<file path="config.mk">
export PLATFORM = sky130hd
export DESIGN_NAME = mem_access_ctrl_flat
export DESIGN_NICKNAME = d
export VERILOG_FILES = /design/src/rtl/mem_access_ctrl_if.sv /design/src/rtl/mem_access_ctrl.sv /design/src/flat_wrapper.sv
export SDC_FILE = /design/constraint.sdc
export NUM_CORES = 1
export LEC_CHECK = 0
export CORE_MARGIN = 1
export CORE_UTILIZATION = 39
export DETAILED_ROUTE_END_ITERATION = 6
export PLACE_DENSITY = 0.84
export SLEW_MARGIN = 20
export SYNTH_ARGS = -nofsm -noshare
export SYNTH_HDL_FRONTEND = slang
export SYNTH_SLANG_ARGS = --single-unit
</file>
<file path="constraint.sdc">
create_clock -name clk -period 1.4 [get_ports clk]
set_input_delay 0.42 -clock clk [delete_from_list [all_inputs] [get_ports clk]]
set_output_delay 0.42 -clock clk [all_outputs]
set_load 0.02 [all_outputs]
</file>
<file path="src/rtl/mem_access_ctrl_if.sv">
// Request/response and MainMemory pin bundle for mem_access_ctrl.
// Statistics counters exist only when MEM_ACCESS_STATS_EN is defined.
interface mem_access_ctrl_if;
    logic        req_valid;
    logic        req_ready;
    logic        req_write;
    logic [15:0] req_addr;
    logic [15:0] req_wdata;
    logic        rsp_valid;
    logic        rsp_err;
    logic [15:0] rsp_rdata;
    logic [15:0] mem_addr;
    logic [15:0] mem_data_in;
    logic        mem_write_enable;
    logic [15:0] mem_data_out;
`ifdef MEM_ACCESS_STATS_EN
    logic [15:0] rd_count;
    logic [15:0] wr_count;
    logic [15:0] err_count;
`endif

    // slave: the controller; master: client plus memory side
    modport slave (
        input  req_valid, req_write, req_addr, req_wdata, mem_data_out,
        output req_ready, rsp_valid, rsp_err, rsp_rdata,
               mem_addr, mem_data_in, mem_write_enable
`ifdef MEM_ACCESS_STATS_EN
        , output rd_count, wr_count, err_count
`endif
    );

    modport master (
        output req_valid, req_write, req_addr, req_wdata, mem_data_out,
        input  req_ready, rsp_valid, rsp_err, rsp_rdata,
               mem_addr, mem_data_in, mem_write_enable
`ifdef MEM_ACCESS_STATS_EN
        , input rd_count, wr_count, err_count
`endif
    );
endinterface

</file>
<file path="src/rtl/mem_access_ctrl.sv">
// Single-outstanding initiator for the MainMemory port: registered pin drive,
// read capture after READ_LATENCY. Optional counters via MEM_ACCESS_STATS_EN.
module mem_access_ctrl #(
    parameter int ADDR_LIMIT   = 16384,
    parameter int READ_LATENCY = 1
) (
    input logic clk,
    input logic reset,
    mem_access_ctrl_if.slave bus
);
    typedef enum logic [1:0] {IDLE, ISSUE, WAIT, RESP} state_t;

    localparam logic [2:0] LAT_LOAD = 3'(READ_LATENCY - 1);

    state_t     state;
    logic [2:0] lat_cnt;
    logic       accept;
    logic       in_range;

    assign accept   = bus.req_valid & bus.req_ready;
    assign in_range = ({16'd0, bus.req_addr} < 32'(ADDR_LIMIT));

`ifdef MEM_ACCESS_STATS_EN
    logic [15:0] rd_cnt, wr_cnt, err_cnt;

    assign bus.rd_count  = rd_cnt;
    assign bus.wr_count  = wr_cnt;
    assign bus.err_count = err_cnt;

    function automatic logic [15:0] sat_inc(input logic [15:0] v);
        return (v == 16'hFFFF) ? v : v + 16'd1;
    endfunction
`endif

    always_ff @(posedge clk) begin
        if (!reset) begin
            state                <= IDLE;
            lat_cnt              <= 3'd0;
            bus.req_ready        <= 1'b1;
            bus.rsp_valid        <= 1'b0;
            bus.rsp_err          <= 1'b0;
            bus.rsp_rdata        <= 16'd0;
            bus.mem_addr         <= 16'd0;
            bus.mem_data_in      <= 16'd0;
            bus.mem_write_enable <= 1'b0;
`ifdef MEM_ACCESS_STATS_EN
            rd_cnt  <= 16'd0;
            wr_cnt  <= 16'd0;
            err_cnt <= 16'd0;
`endif
        end else begin
            bus.rsp_valid <= 1'b0;
            bus.rsp_err   <= 1'b0;
            case (state)
                IDLE: begin
                    if (accept) begin
                        if (in_range) begin
                            bus.mem_addr         <= bus.req_addr;
                            bus.mem_data_in      <= bus.req_wdata;
                            bus.mem_write_enable <= bus.req_write;
                            bus.req_ready        <= 1'b0;
                            state                <= ISSUE;
                        end else begin
                            // rejected: answer immediately, memory untouched
                            bus.rsp_valid <= 1'b1;
                            bus.rsp_err   <= 1'b1;
`ifdef MEM_ACCESS_STATS_EN
                            err_cnt <= sat_inc(err_cnt);
`endif
                        end
                    end
                end
                ISSUE: begin
                    // write_enable still holds the captured direction here
                    bus.mem_write_enable <= 1'b0;
                    if (bus.mem_write_enable) begin
                        bus.rsp_valid <= 1'b1;
                        state         <= RESP;
`ifdef MEM_ACCESS_STATS_EN
                        wr_cnt <= sat_inc(wr_cnt);
`endif
                    end else begin
                        lat_cnt <= LAT_LOAD;
                        state   <= WAIT;
                    end
                end
                WAIT: begin
                    if (lat_cnt == 3'd0) begin
                        bus.rsp_rdata <= bus.mem_data_out;
                        bus.rsp_valid <= 1'b1;
                        state         <= RESP;
`ifdef MEM_ACCESS_STATS_EN
                        rd_cnt <= sat_inc(rd_cnt);
`endif
                    end else begin
                        lat_cnt <= lat_cnt - 3'd1;
                    end
                end
                RESP: begin
                    bus.req_ready <= 1'b1;
                    state         <= IDLE;
                end
                default: begin
                    bus.req_ready <= 1'b1;
                    state         <= IDLE;
                end
            endcase
        end
    end
endmodule

</file>
<file path="src/flat_wrapper.sv">
// flat-port wrapper written by rule: the top's interface ports become plain ports
module mem_access_ctrl_flat 
#(
    parameter int ADDR_LIMIT   = 16384,
    parameter int READ_LATENCY = 1
)
  (clk, reset, bus_req_valid, bus_req_write, bus_req_addr, bus_req_wdata, bus_mem_data_out, bus_req_ready, bus_rsp_valid, bus_rsp_err, bus_rsp_rdata, bus_mem_addr, bus_mem_data_in, bus_mem_write_enable);
  mem_access_ctrl_if bus_i ();
  input logic clk;
  input logic reset;
  input wire logic [$bits(bus_i.req_valid)-1:0] bus_req_valid;
  input wire logic [$bits(bus_i.req_write)-1:0] bus_req_write;
  input wire logic [$bits(bus_i.req_addr)-1:0] bus_req_addr;
  input wire logic [$bits(bus_i.req_wdata)-1:0] bus_req_wdata;
  input wire logic [$bits(bus_i.mem_data_out)-1:0] bus_mem_data_out;
  output wire logic [$bits(bus_i.req_ready)-1:0] bus_req_ready;
  output wire logic [$bits(bus_i.rsp_valid)-1:0] bus_rsp_valid;
  output wire logic [$bits(bus_i.rsp_err)-1:0] bus_rsp_err;
  output wire logic [$bits(bus_i.rsp_rdata)-1:0] bus_rsp_rdata;
  output wire logic [$bits(bus_i.mem_addr)-1:0] bus_mem_addr;
  output wire logic [$bits(bus_i.mem_data_in)-1:0] bus_mem_data_in;
  output wire logic [$bits(bus_i.mem_write_enable)-1:0] bus_mem_write_enable;
  assign bus_i.req_valid = bus_req_valid;
  assign bus_i.req_write = bus_req_write;
  assign bus_i.req_addr = bus_req_addr;
  assign bus_i.req_wdata = bus_req_wdata;
  assign bus_i.mem_data_out = bus_mem_data_out;
  assign bus_req_ready = bus_i.req_ready;
  assign bus_rsp_valid = bus_i.rsp_valid;
  assign bus_rsp_err = bus_i.rsp_err;
  assign bus_rsp_rdata = bus_i.rsp_rdata;
  assign bus_mem_addr = bus_i.mem_addr;
  assign bus_mem_data_in = bus_i.mem_data_in;
  assign bus_mem_write_enable = bus_i.mem_write_enable;
  mem_access_ctrl #(.ADDR_LIMIT(ADDR_LIMIT), .READ_LATENCY(READ_LATENCY)) u_core (.clk(clk), .reset(reset), .bus(bus_i));
endmodule
</file>
==> flow_summary.ini <==
[run_status]
status = finished with violations
violations = setup timing

[timing]
fin_skew_ps = 6.90
hold_violations = 0
timing.setup.tns_ps = -195
setup-violations-final = 6
maxSlewHeadroom = 0.759
drv_slew = 0
period_needed_ps = 1470
layout_setup_ws_ps = -69.5
worst_pin_slew_ps = 361
max_clock_freq_mhz = 680
period_share = 1.05

[synthesis]
ys.flop_type = dfxtp_1
yosysUniqueCellTypes = 33
synth_seq_cells = 57
synthTopCellsByCount = dfxtp_1 (57), nand2_1 (37), o21ai_0 (33), nand3_1 (31), a21boi_1 (30)
ys_warn_count = 0
synth_top_area_cell = dfxtp_1
ys_async_sr_fraction = 0
synth-edff-count = 0
synth-seq-area-share = 0.454
yosysMostFrequentCell = dfxtp_1
synth_cells = 273
ys_top_cells_by_area = dfxtp_1 (45%), a21boi_1 (9.0%), o21ai_0 (6.6%)
syn_nets = 332
syn_area_per_cell_um2 = 9.20
yosys.area.top_type_share = 0.454
syn_area_um2 = 2510

[setup_path]
cp_top_family = simple AND/OR/NAND/NOR gates
r2r_cells = 5
worstSetupPathDepth = 5
crit_path_top_delay_cell = dfxtp_2
cp_max_fo = 6
cp.required_ps = 1590
path_class = reg -> reg
path_buf_inv = 1
path_cells = buf_6, ha_4, and3b_2, a221oi_2, nor2b_1
max_stage_delay_ps = 340
critPathCaptureType = register
critPathArrivalTime_ps = 1660
startpoint_type = register

[power]
p_total_w = 0.00598
leakage_nw = 1.63
ir_drop_v = 0.000841
power.density_nw_per_um2 = 1450

[floorplanning]
ioPinCount = 104
row_count = 28
chipHeight_um = 82.3
start_util = 0.415
die-area_um2 = 6770
die_w_um = 82.3
core_um2 = 6060

[routing]
num_vias = 2563
drcViolationCount = 0
viasPerCell = 5.32
drt_iter0_drc = 145
dr.pass1.iters = 4
wl_mm = 8.10
wl_per_cell_um = 16.8
antenna_left = 0

[global_route]
grt_pass1_wl_mm = 10.9
antenna_found_initial = 0
grtUsageMet1 = 0.242
grt.busiest_layer = met2
use_met3 = 0.0462
grt_pass1_vias = 2397
grt-ovfl-total = 0
grt_max_degree = 31
track_usage = 0.215
grt_use_met2 = 0.366

[job]
cap_violations = 0

[clock_network]
cts.reportedPaths.clkPinSlew_ps = 60
cts_tree = done
cts.path.max_buffers = 2
postCtsHoldBufs = 0
cts.sinks = 57
insertion_delay_ps = 330
cts-root-buf = clkbuf_8
htreeDepth = 3
cts_buffers = 9

[place]
dp_slack_ps = -402
place.gp.congestion = 0.842
placed_area_um2 = 3760
port_buffers = 103
dpl.hpwl_mm = 4.90

[final_layout]
nFillCells = 431
final_area_um2 = 4120
antenna_cells = 0
num-nets-final = 462
layout-drive-gt1-share = 0.322
utilization = 0.679
seqCellArea_um2 = 1140
synthToLayoutAreaGrowth_pct = 63.8
multi_input_area_um2 = 1300

[worst_hold_path]
hp-class = reg -> reg
hold_path_depth = 2
==> layer usage <==
layer | part of all wire | routed length, um
met1 | 0.40 | 3220
met2 | 0.52 | 4210
met3 | 0.056 | 451
met4 | 0.026 | 213
met5 | 0 | 0
==> cells by family after synthesis <==
| group | synth area share |
|---|---|
| flip-flops | 0.454 |
| adder cells (fa/ha/maj) | 0.0349 |
| buffers and inverters | 0.0737 |
| multiplexers | 0.0120 |
| AND/OR/NAND/NOR | 0.173 |
| AO/OA/AOI/OAI | 0.252 |
==> path summary, 6_finish.rpt <==
check	startpoint	endpoint	slack [ps]
setup / recovery	u_core.state[1]$_SDFFE_PN0P_	u_core.bus.rsp_valid$_SDFF_PN0_	-70
hold / removal	u_core.bus.rsp_rdata[3]$_SDFFE_PN0P_	u_core.bus.rsp_rdata[3]$_SDFFE_PN0P_	460
setup reg to reg	u_core.state[1]$_SDFFE_PN0P_	u_core.bus.rsp_valid$_SDFF_PN0_	-70
hold reg to reg	u_core.bus.rsp_rdata[3]$_SDFFE_PN0P_	u_core.bus.rsp_rdata[3]$_SDFFE_PN0P_	460
==> timing repair <==
action / in CTS / in global routing
buffers inserted: 0 / 4
resized for setup: 131 / 79
cloned: 0 / 5
setup endpoints to repair: 104 / 93
pin swaps: 2 / 6
hold endpoints to repair: 0 / 0
==> cell usage in the layout (no fill, tap or decap), types with 4 or more instances in the layout <==
| cell | synthesis | final |
|---|---|---|
| a21boi_1 | 30 | 37 |
| and3_1 | 5 | 4 |
| a21boi_2 | 10 | 10 |
| clkdlybuf4s15_2 | 0 | 11 |
| clkbuf_8 | 0 | 10 |
| nand3_1 | 31 | 30 |
| buf_4 | 1 | 22 |
| clkbuf_16 | 0 | 4 |
| buf_6 | 7 | 4 |
| o21ai_0 | 33 | 22 |
| a21boi_0 | 11 | 4 |
| nand2_1 | 37 | 37 |
| nor2b_1 | 5 | 5 |
| dfxtp_1 | 57 | 55 |
| buf_12 | 1 | 6 |
| clkbuf_2 | 1 | 35 |
| clkdlybuf4s50_1 | 0 | 48 |
| clkdlybuf4s15_1 | 0 | 5 |
| o21ai_1 | 0 | 11 |
==> area by class of cell <==
type                            count  share of cell area
Sequential cell                    57               0.278
Clock buffer                       12              0.0353
Inverter                            5             0.00517
Tap cell                           75              0.0228
Clock inverter                      3              0.0158
Multi-Input combinational cell    188               0.316
Timing Repair Buffer              142               0.327
==> metrics by stage <==
stage          hold slack (ps)  cells
3_5_place_dp               461    458
4_1_cts                    470    473
5_1_grt                    479    482
6_report                   456    482
3_3_place_gp               451    458
2_1_floorplan              456    273
==> power breakdown <==
part	internal [W]	switching (W)
Sequential	0.00180	0.0000966
Combinational	0.00117	0.00125
Clock	0.00104	0.000621
==> sequential cells by signal, indices dropped and copies added (netlist names) <==
| signal | cells |
|---|---|
| u_core.bus.req_ready | 1 |
| u_core.bus.mem_addr | 16 |
| u_core.bus.mem_write_enable | 1 |
| u_core.state | 2 |
| u_core.bus.mem_data_in | 16 |
| u_core.bus.rsp_valid | 1 |
| u_core.bus.rsp_err | 1 |
| u_core.lat_cnt | 3 |
| u_core.bus.rsp_rdata | 16 |
==> worst reg2reg max path, stage by stage (launching register included) <==
cell and delay [ps]:
dfxtp_2 340, buf_6 120, ha_4 160, and3b_2 270, a221oi_2 320, nor2b_1 130
(Power assumes the default switching activity.)
